--- config.mk ---
export PLATFORM = sky130hd
export DESIGN_NAME = signal_shaper
export DESIGN_NICKNAME = d
export VERILOG_FILES = /design/src/rtl/signal_shaper.sv
export SDC_FILE = /design/constraint.sdc
export NUM_CORES = 1
export LEC_CHECK = 0
export ABC_AREA = 1
export BUFFER_PORTS_ARGS = -buffer_cell sky130_fd_sc_hd__buf_2
export CAP_MARGIN = 5
export CORE_ASPECT_RATIO = 2
export CORE_MARGIN = 3
export CORE_UTILIZATION = 35
export DETAILED_ROUTE_END_ITERATION = 12
export PLACE_DENSITY = 0.56
export SLEW_MARGIN = 40
export SYNTH_ARGS = -nofsm -noshare
export SYNTH_HDL_FRONTEND = slang
export SYNTH_SLANG_ARGS = --single-unit
--- constraint.sdc ---
create_clock -name clk -period 2.9 [get_ports clk]
set_input_delay 0 -clock clk [delete_from_list [all_inputs] [get_ports clk]]
set_output_delay 0 -clock clk [all_outputs]
set_load 0.03 [all_outputs]
--- src/rtl/signal_shaper.sv ---
// signal_shaper: discriminator synchroniser, polarity-selectable edge detect,
// programmable pulse/dead-time shaper with saturating rejected-hit counter.
module signal_shaper #(
    parameter int DATA_WIDTH  = 8,
    parameter int SYNC_STAGES = 2,
    parameter int REJ_WIDTH   = 16
) (
    input  logic                  clk,
    input  logic                  res,
    input  logic [7:0]            addr,
    input  logic [DATA_WIDTH-1:0] data_in,
    output logic [DATA_WIDTH-1:0] data_out,
    input  logic                  we,
    input  logic                  signal_in,
    input  logic                  gate,
    output logic                  pulse_out,
    output logic                  dead_active,
    output logic                  rej_sat
);

    typedef enum logic [1:0] {
        S_IDLE,
        S_PULSE,
        S_DEAD
    } state_t;

    localparam logic [7:0] A_DEAD_LO = 8'h36;
    localparam logic [7:0] A_DEAD_HI = 8'h37;
    localparam logic [7:0] A_PW      = 8'h38;
    localparam logic [7:0] A_CTRL    = 8'h39;
    localparam logic [7:0] A_REJ_LO  = 8'h3A;
    localparam logic [7:0] A_REJ_HI  = 8'h3B;

    localparam logic [REJ_WIDTH-1:0] REJ_MAX = '1;
    localparam logic [REJ_WIDTH-1:0] REJ_ONE = {{(REJ_WIDTH-1){1'b0}}, 1'b1};

    logic [15:0]            r_dead;
    logic [7:0]             r_pw;
    logic                   r_inv;
    logic [REJ_WIDTH-1:0]   r_rej;
    logic                   r_rej_sat;
    logic [DATA_WIDTH-1:0]  r_data_out;
    logic [SYNC_STAGES-1:0] r_sync;
    logic                   r_hist;
    logic                   r_gate_d;
    state_t                 r_state;
    logic [15:0]            r_cnt;
    logic [15:0]            r_dead_lat;
    logic                   r_pulse;
    logic                   r_dead_act;

    logic [7:0]             w_wdata;
    logic [7:0]             w_rdata;
    logic [15:0]            w_rej16;
    logic                   w_s;
    logic                   w_edge;
    logic                   w_gate_rise;
    logic [15:0]            w_pw_m1;
    logic [REJ_WIDTH-1:0]   w_rej_p1;
    state_t                 w_state_nxt;
    logic [15:0]            w_cnt_nxt;
    logic                   w_hit;
    logic                   w_rej_inc;

    assign w_wdata     = data_in[7:0];
    assign w_rej16     = 16'(r_rej);
    assign w_s         = signal_in ^ r_inv;
    assign w_edge      = r_sync[SYNC_STAGES-1] & ~r_hist;
    assign w_gate_rise = gate & ~r_gate_d;
    assign w_pw_m1     = (r_pw == 8'd0) ? 16'd0 : {8'd0, r_pw - 8'd1};
    assign w_rej_p1    = r_rej + REJ_ONE;

    assign data_out    = r_data_out;
    assign pulse_out   = r_pulse;
    assign dead_active = r_dead_act;
    assign rej_sat     = r_rej_sat;

    always_ff @(posedge clk or negedge res) begin
        if (!res) begin
            r_dead <= 16'h0010;
            r_pw   <= 8'h02;
            r_inv  <= 1'b0;
        end else if (we) begin
            case (addr)
                A_DEAD_LO: r_dead[7:0]  <= w_wdata;
                A_DEAD_HI: r_dead[15:8] <= w_wdata;
                A_PW:      r_pw         <= w_wdata;
                A_CTRL:    r_inv        <= w_wdata[0];
                default:   ;
            endcase
        end
    end

    always_comb begin
        w_rdata = 8'h00;
        case (addr)
            A_DEAD_LO: w_rdata = r_dead[7:0];
            A_DEAD_HI: w_rdata = r_dead[15:8];
            A_PW:      w_rdata = r_pw;
            A_CTRL:    w_rdata = {7'd0, r_inv};
            A_REJ_LO:  w_rdata = w_rej16[7:0];
            A_REJ_HI:  w_rdata = w_rej16[15:8];
            default:   w_rdata = 8'h00;
        endcase
    end

    always_ff @(posedge clk or negedge res) begin
        if (!res) begin
            r_data_out <= '0;
        end else begin
            r_data_out <= DATA_WIDTH'(w_rdata);
        end
    end

    always_ff @(posedge clk or negedge res) begin
        if (!res) begin
            r_sync   <= '0;
            r_hist   <= 1'b0;
            r_gate_d <= 1'b0;
        end else begin
            r_sync   <= {r_sync[SYNC_STAGES-2:0], w_s};
            r_hist   <= r_sync[SYNC_STAGES-1];
            r_gate_d <= gate;
        end
    end

    // Dead time is latched at the hit so a mid-pulse write waits for the next hit.
    always_comb begin
        w_state_nxt = r_state;
        w_cnt_nxt   = r_cnt;
        w_hit       = 1'b0;
        w_rej_inc   = 1'b0;
        unique case (r_state)
            S_IDLE: begin
                if (w_edge && gate) begin
                    w_state_nxt = S_PULSE;
                    w_cnt_nxt   = w_pw_m1;
                    w_hit       = 1'b1;
                end
            end
            S_PULSE: begin
                w_rej_inc = w_edge & gate;
                if (r_cnt == 16'd0) begin
                    if (r_dead_lat != 16'd0) begin
                        w_state_nxt = S_DEAD;
                        w_cnt_nxt   = r_dead_lat - 16'd1;
                    end else begin
                        w_state_nxt = S_IDLE;
                    end
                end else begin
                    w_cnt_nxt = r_cnt - 16'd1;
                end
            end
            S_DEAD: begin
                w_rej_inc = w_edge & gate;
                if (r_cnt == 16'd0) begin
                    w_state_nxt = S_IDLE;
                end else begin
                    w_cnt_nxt = r_cnt - 16'd1;
                end
            end
            default: begin
                w_state_nxt = S_IDLE;
                w_cnt_nxt   = 16'd0;
            end
        endcase
    end

    always_ff @(posedge clk or negedge res) begin
        if (!res) begin
            r_state    <= S_IDLE;
            r_cnt      <= 16'd0;
            r_dead_lat <= 16'd0;
            r_pulse    <= 1'b0;
            r_dead_act <= 1'b0;
        end else begin
            r_state    <= w_state_nxt;
            r_cnt      <= w_cnt_nxt;
            r_pulse    <= (w_state_nxt == S_PULSE);
            r_dead_act <= (w_state_nxt != S_IDLE);
            if (w_hit) begin
                r_dead_lat <= r_dead;
            end
        end
    end

    always_ff @(posedge clk or negedge res) begin
        if (!res) begin
            r_rej     <= '0;
            r_rej_sat <= 1'b0;
        end else if (w_gate_rise) begin
            r_rej     <= '0;
            r_rej_sat <= 1'b0;
        end else if (w_rej_inc && (r_rej != REJ_MAX)) begin
            r_rej <= w_rej_p1;
            if (w_rej_p1 == REJ_MAX) begin
                r_rej_sat <= 1'b1;
            end
        end
    end

endmodule
==> results of run 1 <==
-- path summary, 6_finish.rpt --
path,to,cells after the start
worst max-delay path,r_rej[1]$_DFFE_PN0P_,8
worst min-delay path,r_inv$_DFFE_PN0P_,3
worst max register to register,r_rej[1]$_DFFE_PN0P_,8
worst min register to register,r_sync[1]$_DFF_PN0_,0
max in group asynchronous,r_dead[4]$_DFFE_PN1P_,3
min in group asynchronous,rej_sat$_DFFE_PN0P_,2
-- cells in the mapped netlist, types with 2 or more instances --
master / number
dfstp_2: 2
nand4_1: 10
xnor2_1: 7
inv_1: 89
inv_2: 5
mux2_2: 2
a21oi_1: 9
nand3_1: 45
nor3_1: 10
nor2_4: 5
dfrtp_1: 88
a31oi_1: 2
clkbuf_1: 4
nor2_1: 74
nor2_2: 15
o22ai_1: 22
ha_1: 11
nand2_2: 10
o21ai_1: 5
nand2_4: 4
nand3_2: 3
xor2_1: 17
nand2_1: 197
o21ai_0: 62
nand4_2: 2
nand3b_1: 3
buf_6: 4
-- tightest hold or removal path, delay by kind of cell --
family	cells	cell delay [ns]
simple gates	1	0.09
mux	1	0.14
buf+inv	1	0.12
-- sequential cells by signal (all words and copies together), names as in the netlist --
signal and cells:
r_dead_lat 16, dead_active 1, data_out 8, r_sync 2
r_inv 1, r_dead 16, r_cnt 16, r_pw 8
rej_sat 1, r_rej 16, r_gate_d 1, r_hist 1
r_state 2, pulse_out 1
-- per-stage QoR --
stage | setup slack [ns] | utilization, % | instances
after floorplan | 1.27 | - | 719
after global placement | 0.807 | 38.3 | 937
after detailed placement | 0.818 | 38.3 | 937
after CTS | 0.810 | 41.2 | 964
after global routing | 0.640 | 41.2 | 964
final | 0.782 | 41.2 | 964
-- power by group through the flow --
| stage | sequential (W) | clock (W) | combinational, W |
|---|---|---|---|
| floorplan | 0.00161 | 0 | 0.00171 |
| global placement | 0.00166 | 0 | 0.00220 |
| detailed placement | 0.00166 | 0 | 0.00219 |
| CTS | 0.00163 | 0.00129 | 0.00222 |
| global route | 0.00166 | 0.00133 | 0.00250 |
| finish | 0.00163 | 0.00126 | 0.00219 |
-- cell families (layout without fill, tap and decap cells) --
logic type      Yosys count  after routing  share of synthesized area, %
compound gates          104            104                          10.5
xor+xnor                 24             24                          3.90
fa+ha+maj                11             11                          2.56
buf+inv                 105            155                          8.02
flops                    90             90                          41.9
mux                       2              2                         0.418
simple gates            383            383                          32.8
-- layout make-up --
| cell class | instances | area, µm² |
|---|---|---|
| clock inverter | 7 | 90.1 |
| timing repair buffer | 44 | 295 |
| inverter | 95 | 359 |
| sequential | 90 | 2250 |
| multi-input combinational | 524 | 2700 |
| tap | 195 | 244 |
| fill | 1638 | 8810 |
| clock buffer | 9 | 225 |
-- layer usage --
layer	part of all wire (%)	vias up	global-route usage, %
met1	37	2243	18.3
met3	2.5	24	2.40
met4	3.7	0	8.68
met5	0	-	0
li1	-	2404	-
met2	57	80	36.0
==> results.py, run 1 <==
metrics = {
    "run_status": {
        "outcome": "finished, final reports clean",
    },
    "critical_path": {
        "crit_path_start_kind": "flop",
        "path_class": "flop to flop",
        "cp_top_family": "simple AND/OR/NAND/NOR gates",
        "cp.required_ns": 3.17,
        "r2r_setup_slack_ns": 0.78,
        "critPathMaxStageDelay_ns": 0.53,
        "path_cells": "ha_1, nand3_2, inv_1, nand2_2, o21ai_2, nor2_1, inv_2, o22ai_1",
        "r2r_start": "r_rej[1]$_DFFE_PN0P_",
        "arrival_ns": 2.39,
        "critPathLaunch": "r_rej[1]$_DFFE_PN0P_",
        "critPathCaptureType": "flop",
        "critPathBufInv": 2,
        "slowest_stage": "nor2_1",
        "path_max_fanout": 8,
    },
    "logic_synthesis": {
        "yosys_warnings": 0,
        "synth_flop_cell": "dfrtp_1",
        "netlist_instances": 719,
        "ys_types": 39,
        "synthTopCellsByArea": "dfrtp_1 (41%), nand2_1 (14%), inv_1 (6.2%), o21ai_0 (5.8%), nor2_1 (5.2%)",
        "avgSynthCellArea_um2": 7.49,
        "netlist_area_um2": 5380,
        "synth-async-reset-ratio_pct": 100,
        "ys_seq_area_share_pct": 41.9,
        "syn-num-nets": 751,
        "synth_seq_cells": 90,
        "yosys.area.top_type": "dfrtp_1",
        "synth_edf_count": 0,
        "synth_top_cell_area_share_pct": 40.9,
    },
    "power": {
        "total_power_w": 0.00508,
        "intPower_w": 0.00287,
        "switching_share_pct": 43.5,
        "p_comb_share_pct": 43.2,
        "clkPwrFrac_pct": 24.8,
        "p_seq_share_pct": 32.1,
        "p_leak_nw": 2.99,
        "max-vdd-ir-drop_v": 0.000421,
        "powerDensity_nw_per_um2": 825,
        "p_sw_w": 0.00221,
    },
    "sta": {
        "slew_violations": 0,
        "rsz0062_at_grt": "false",
        "finalCriticalPeriod_ns": 2.12,
        "fin_tns_setup_ns": 0,
        "post-route-period-util_pct": 73.0,
        "max_slew_margin_pct": 55.5,
        "holdWs_ns": 0.0273,
        "fmax_ghz": 0.472,
        "final-hold-violation-count": 0,
        "finalClockSkew_ns": 0.0122,
        "tightest_slew_ns": 0.665,
        "setup_viol": 0,
    },
    "placed_design": {
        "place_hpwl_mm": 11.6,
        "dpl_cell_area_um2": 5740,
        "gp_congestion": 0.895,
        "portBuffers": 31,
    },
    "drt": {
        "drcViolationCount": 0,
        "avgViaCountPerCell": 4.93,
        "drtIter0Drc": 235,
        "vias": 4751,
        "routed_wl_mm": 14.8,
        "ant_nets": 0,
        "firstDrtPassIters": 5,
        "wl_per_cell_um": 15.3,
    },
    "global_route": {
        "antenna_found_initial": 0,
        "grt_util_all_layers_pct": 18.4,
        "grt_pass1_wl_mm": 24.2,
        "grt_start_max_net_pins": 48,
        "grt_pass1_vias": 4816,
        "gr-total-overflow": 0,
    },
    "floorplan": {
        "initial_core_util_pct": 35.9,
        "die_w_um": 93.7,
        "io_pins": 32,
        "rows": 63,
        "coreArea_um2": 15000,
        "die_h_um": 181,
        "fp.dieArea_um2": 17000,
    },
    "final_layout": {
        "drive_gt1_share_pct": 13.7,
        "fin_area_um2": 6170,
        "syn2layout_area_growth_pct": 14.5,
        "nets": 796,
        "final_common_cell": "nand2_1",
        "n_antenna_cell": 0,
        "layout.cells.most_common_list": "nand2_1 (197), inv_1 (89), dfrtp_1 (88)",
    },
    "min_path": {
        "hold_path.class": "input pin to flop",
        "hp-start": "addr[0]",
    },
    "job": {
        "cap_viol_max_count": 0,
    },
    "cts": {
        "clk_latency_ns": 0.36,
        "ctsResizeCount": 0,
        "cts_tree": "built",
        "post_cts.repair.setup_buffers": 0,
        "clk_pin_slew_worst_paths_ns": 0.08,
        "cts.sink_count": 90,
        "cts_buffers": 9,
        "holdBufCountCts": 11,
        "root_buffer": "clkbuf_16",
        "cts_buffer_depth": 2,
        "htreeDepth": 3,
    },
}
No activity file was read; power rests on OpenSTA's default activity.
==> inputs of run 2 (changes only) <==
--- a/config.mk
+++ b/config.mk
@@ -5,14 +5,14 @@
 export SDC_FILE = /design/constraint.sdc
 export NUM_CORES = 1
 export LEC_CHECK = 0
-export ABC_AREA = 1
+export ABC_AREA = 0
 export BUFFER_PORTS_ARGS = -buffer_cell sky130_fd_sc_hd__buf_2
 export CAP_MARGIN = 5
 export CORE_ASPECT_RATIO = 2
 export CORE_MARGIN = 3
 export CORE_UTILIZATION = 35
 export DETAILED_ROUTE_END_ITERATION = 12
-export PLACE_DENSITY = 0.56
+export PLACE_DENSITY = 0.58
 export SLEW_MARGIN = 40
 export SYNTH_ARGS = -nofsm -noshare
 export SYNTH_HDL_FRONTEND = slang
==> constraint.sdc (replaced) <==
create_clock -name clk -period 1.71 [get_ports clk]
set_input_delay 0 -clock clk [delete_from_list [all_inputs] [get_ports clk]]
set_output_delay 0 -clock clk [all_outputs]
set_load 0.03 [all_outputs]
==> run 2 against run 1 <==
  * The run now ends with negative setup slack left
  * Wire length increased by 17%
  * Utilization rose by 12 points
  * First-iteration DRC count down 4.7%
  * Cell count fell by 11%
  * Critical path depth decreased by 1
  * Global-route usage rose by 2.4 points
  * Sequential share of layout area shrank 6.5 points
  * Worst hold slack got worse by 0.019 ns
  * Area after synthesis shrank 5.0%
  * Critical endpoint is now r_cnt[15]$_DFFE_PN0P_
==> results.py, run 2 <==
metrics = {
    "run_status": {
        "outcome": "finished with violations",
        "violations": "negative setup slack",
    },
    "logic_synthesis": {
        "yosys.area.top_type": "dfrtp_1",
        "synth_seq_cells": 90,
        "netlist_instances": 493,
        "netlist_area_um2": 5110,
        "avgSynthCellArea_um2": 10.4,
        "synth_edf_count": 0,
        "yosys-top-cells-count": "dfrtp_1 (88), mux2_2 (50), nor2_1 (42)",
        "synth_flop_cell": "dfrtp_1",
        "syn-num-nets": 525,
        "ys_types": 72,
        "yosysMostFrequentCell": "dfrtp_1",
        "synth-async-reset-ratio_pct": 100,
        "synthTopCellsByArea": "dfrtp_1 (43%), mux2_2 (11%), o21ai_0 (3.2%), nor2_1 (3.1%), nand2_1 (2.9%)",
        "synth_top_cell_area_share_pct": 43.1,
        "ys_seq_area_share_pct": 44.1,
        "yosys_warnings": 0,
    },
    "sta": {
        "setup_ws_ns": -0.332,
        "slew_violations": 0,
        "fin_tns_setup_ns": -7.87,
        "final-hold-violation-count": 0,
        "max_slew_margin_pct": 61.4,
        "setup_viol": 37,
        "fmax_ghz": 0.490,
        "rsz0062_at_grt": "true",
        "finalClockSkew_ns": 0.00577,
        "post-route-period-util_pct": 119,
        "tightest_slew_ns": 0.577,
        "finalCriticalPeriod_ns": 2.04,
    },
    "global_route": {
        "antenna_found_initial": 0,
        "grt_util_all_layers_pct": 20.8,
        "grt_pass1_wl_mm": 25.8,
        "grt_start_max_net_pins": 41,
        "grt_pass1_vias": 4834,
        "gr-total-overflow": 0,
    },
    "critical_path": {
        "path_cells": "nor4_4, buf_4, nand4_4, a21oi_2, or2_2, o21ai_0, a22o_1",
        "critPathLaunch": "r_cnt[9]$_DFFE_PN0P_",
        "slowest_stage": "dfrtp_1",
        "r2r_start": "r_cnt[9]$_DFFE_PN0P_",
        "reg2reg_to": "r_cnt[15]$_DFFE_PN0P_",
        "cp.required_ns": 1.94,
        "critPathBufInv": 1,
        "path_class": "flop to flop",
        "arrival_ns": 2.27,
        "critPathMaxStageDelay_ns": 0.41,
        "r2r_setup_slack_ns": -0.33,
        "worstRegToRegCells": 7,
        "cp_top_family": "simple AND/OR/NAND/NOR gates",
        "crit_path_start_kind": "flop",
        "path_max_fanout": 6,
        "critPathCaptureType": "flop",
    },
    "floorplan": {
        "initial_core_util_pct": 36.2,
        "fp.dieArea_um2": 16200,
        "die_w_um": 91.5,
        "rows": 61,
        "io_pins": 32,
        "coreArea_um2": 14100,
        "die_h_um": 177,
    },
    "cts": {
        "cts_buffer_depth": 2,
        "cts_tree": "built",
        "cts_buffers": 9,
        "htreeDepth": 3,
        "root_buffer": "clkbuf_16",
        "clk_pin_slew_worst_paths_ns": 0.07,
        "cts.sink_count": 90,
        "clk_latency_ns": 0.35,
    },
    "min_path": {
        "hold_path.class": "input pin to flop",
        "whs_path_depth": 2,
        "hp-start": "data_in[6]",
        "hold_end": "r_dead[14]$_DFFE_PN0P_",
    },
    "drt": {
        "drtIter0Drc": 224,
        "routed_wl_mm": 17.3,
        "ant_nets": 0,
        "avgViaCountPerCell": 5.53,
        "vias": 4764,
        "firstDrtPassIters": 5,
        "drcViolationCount": 0,
        "wl_per_cell_um": 20.1,
    },
    "placed_design": {
        "place_hpwl_mm": 13.0,
        "gp_congestion": 0.982,
        "portBuffers": 31,
    },
    "final_layout": {
        "finish.utilization_pct": 53.2,
        "syn2layout_area_growth_pct": 46.8,
        "drive_gt1_share_pct": 47.5,
        "n_antenna_cell": 0,
        "nets": 699,
        "final_common_cell": "buf_4",
        "layout.cells.most_common_list": "buf_4 (119), dfrtp_1 (86), mux2_2 (50)",
    },
    "power": {
        "p_leak_nw": 3.48,
        "max-vdd-ir-drop_v": 0.000438,
        "powerDensity_nw_per_um2": 618,
    },
    "job": {
        "cap_viol_max_count": 0,
    },
}
run 2: per-stage QoR:
step	hold WS (ns)	cells	setup WS (ns)	total power (W)	cell area, µm²
2_1_floorplan	-0.296	493	-0.247	0.00238	5280
3_5_place_dp	0.0295	819	-0.424	0.00257	6550
5_1_grt	0.00868	861	-0.419	0.00480	7510
6_report	0.00859	861	-0.332	0.00464	7510
4_1_cts	0.00688	852	-0.322	0.00463	7160
3_3_place_gp	0.0294	819	-0.382	0.00256	6550
run 2: report_power, final:
part	internal [W]	switching, W	total, W
Combinational	0.000182	0.000210	0.000392
Clock	0.00114	0.000892	0.00204
Sequential	0.00217	0.0000436	0.00221
run 2: cells by family after synthesis:
| family | synth area share [%] |
|---|---|
| simple gates | 18.3 |
| compound gates | 16.0 |
| flops | 44.1 |
| mux | 11.6 |
| buf+inv | 2.64 |
| xor+xnor | 4.62 |
| fa+ha+maj | 2.69 |
run 2: layout make-up:
cell class,instances,area [µm²]
clock buffers,9,225
inverters,12,45.0
multi-input cells,372,3160
repair buffers,182,1510
fillers,1268,6610
clock inverters,7,77.6
flip-flops and latches,90,2260
well taps,189,236
run 2: worst reg2reg max path: cells and delay by family, from the launching register on:
kind / cells / cell delay [ns]
AOI/OAI and AO/OA: 3 / 0.59
DFF: 1 / 0.41
buffers and inverters: 1 / 0.18
and+or+nand+nor: 3 / 0.74
run 2: repair_timing:
action                                  4_1_cts  5_1_grt
pin swaps                                    14       15
buffers inserted                              7        5
gates cloned                                  0        4
hold endpoints to repair                     60        0
hold buffers                                 10        0
resized for setup                            42       43
endpoints found under the setup margin       36       36
run 2: layer usage:
metal / vias to the layer above / part of all wire, % / routed length, µm / track usage [%]
met3: 60 / 3.0 / 516 / 2.85
met5: - / 0 / 0 / 0
met4: 0 / 6.7 / 1160 / 12.5
li1: 2202 / - / - / -
met2: 142 / 58 / 10000 / 41.1
met1: 2360 / 32 / 5620 / 19.6
run 2: how the worst max path moves through the flow:
stage	cells past startpoint	slack [ns]	to
after floorplan	7	-0.25	r_cnt[15]$_DFFE_PN0P_
after global placement	9	-0.38	dead_active$_DFF_PN0_
after detailed placement	9	-0.42	dead_active$_DFF_PN0_
after CTS	7	-0.32	r_cnt[15]$_DFFE_PN0P_
after global routing	7	-0.42	r_cnt[13]$_DFFE_PN0P_
final	7	-0.33	r_cnt[15]$_DFFE_PN0P_
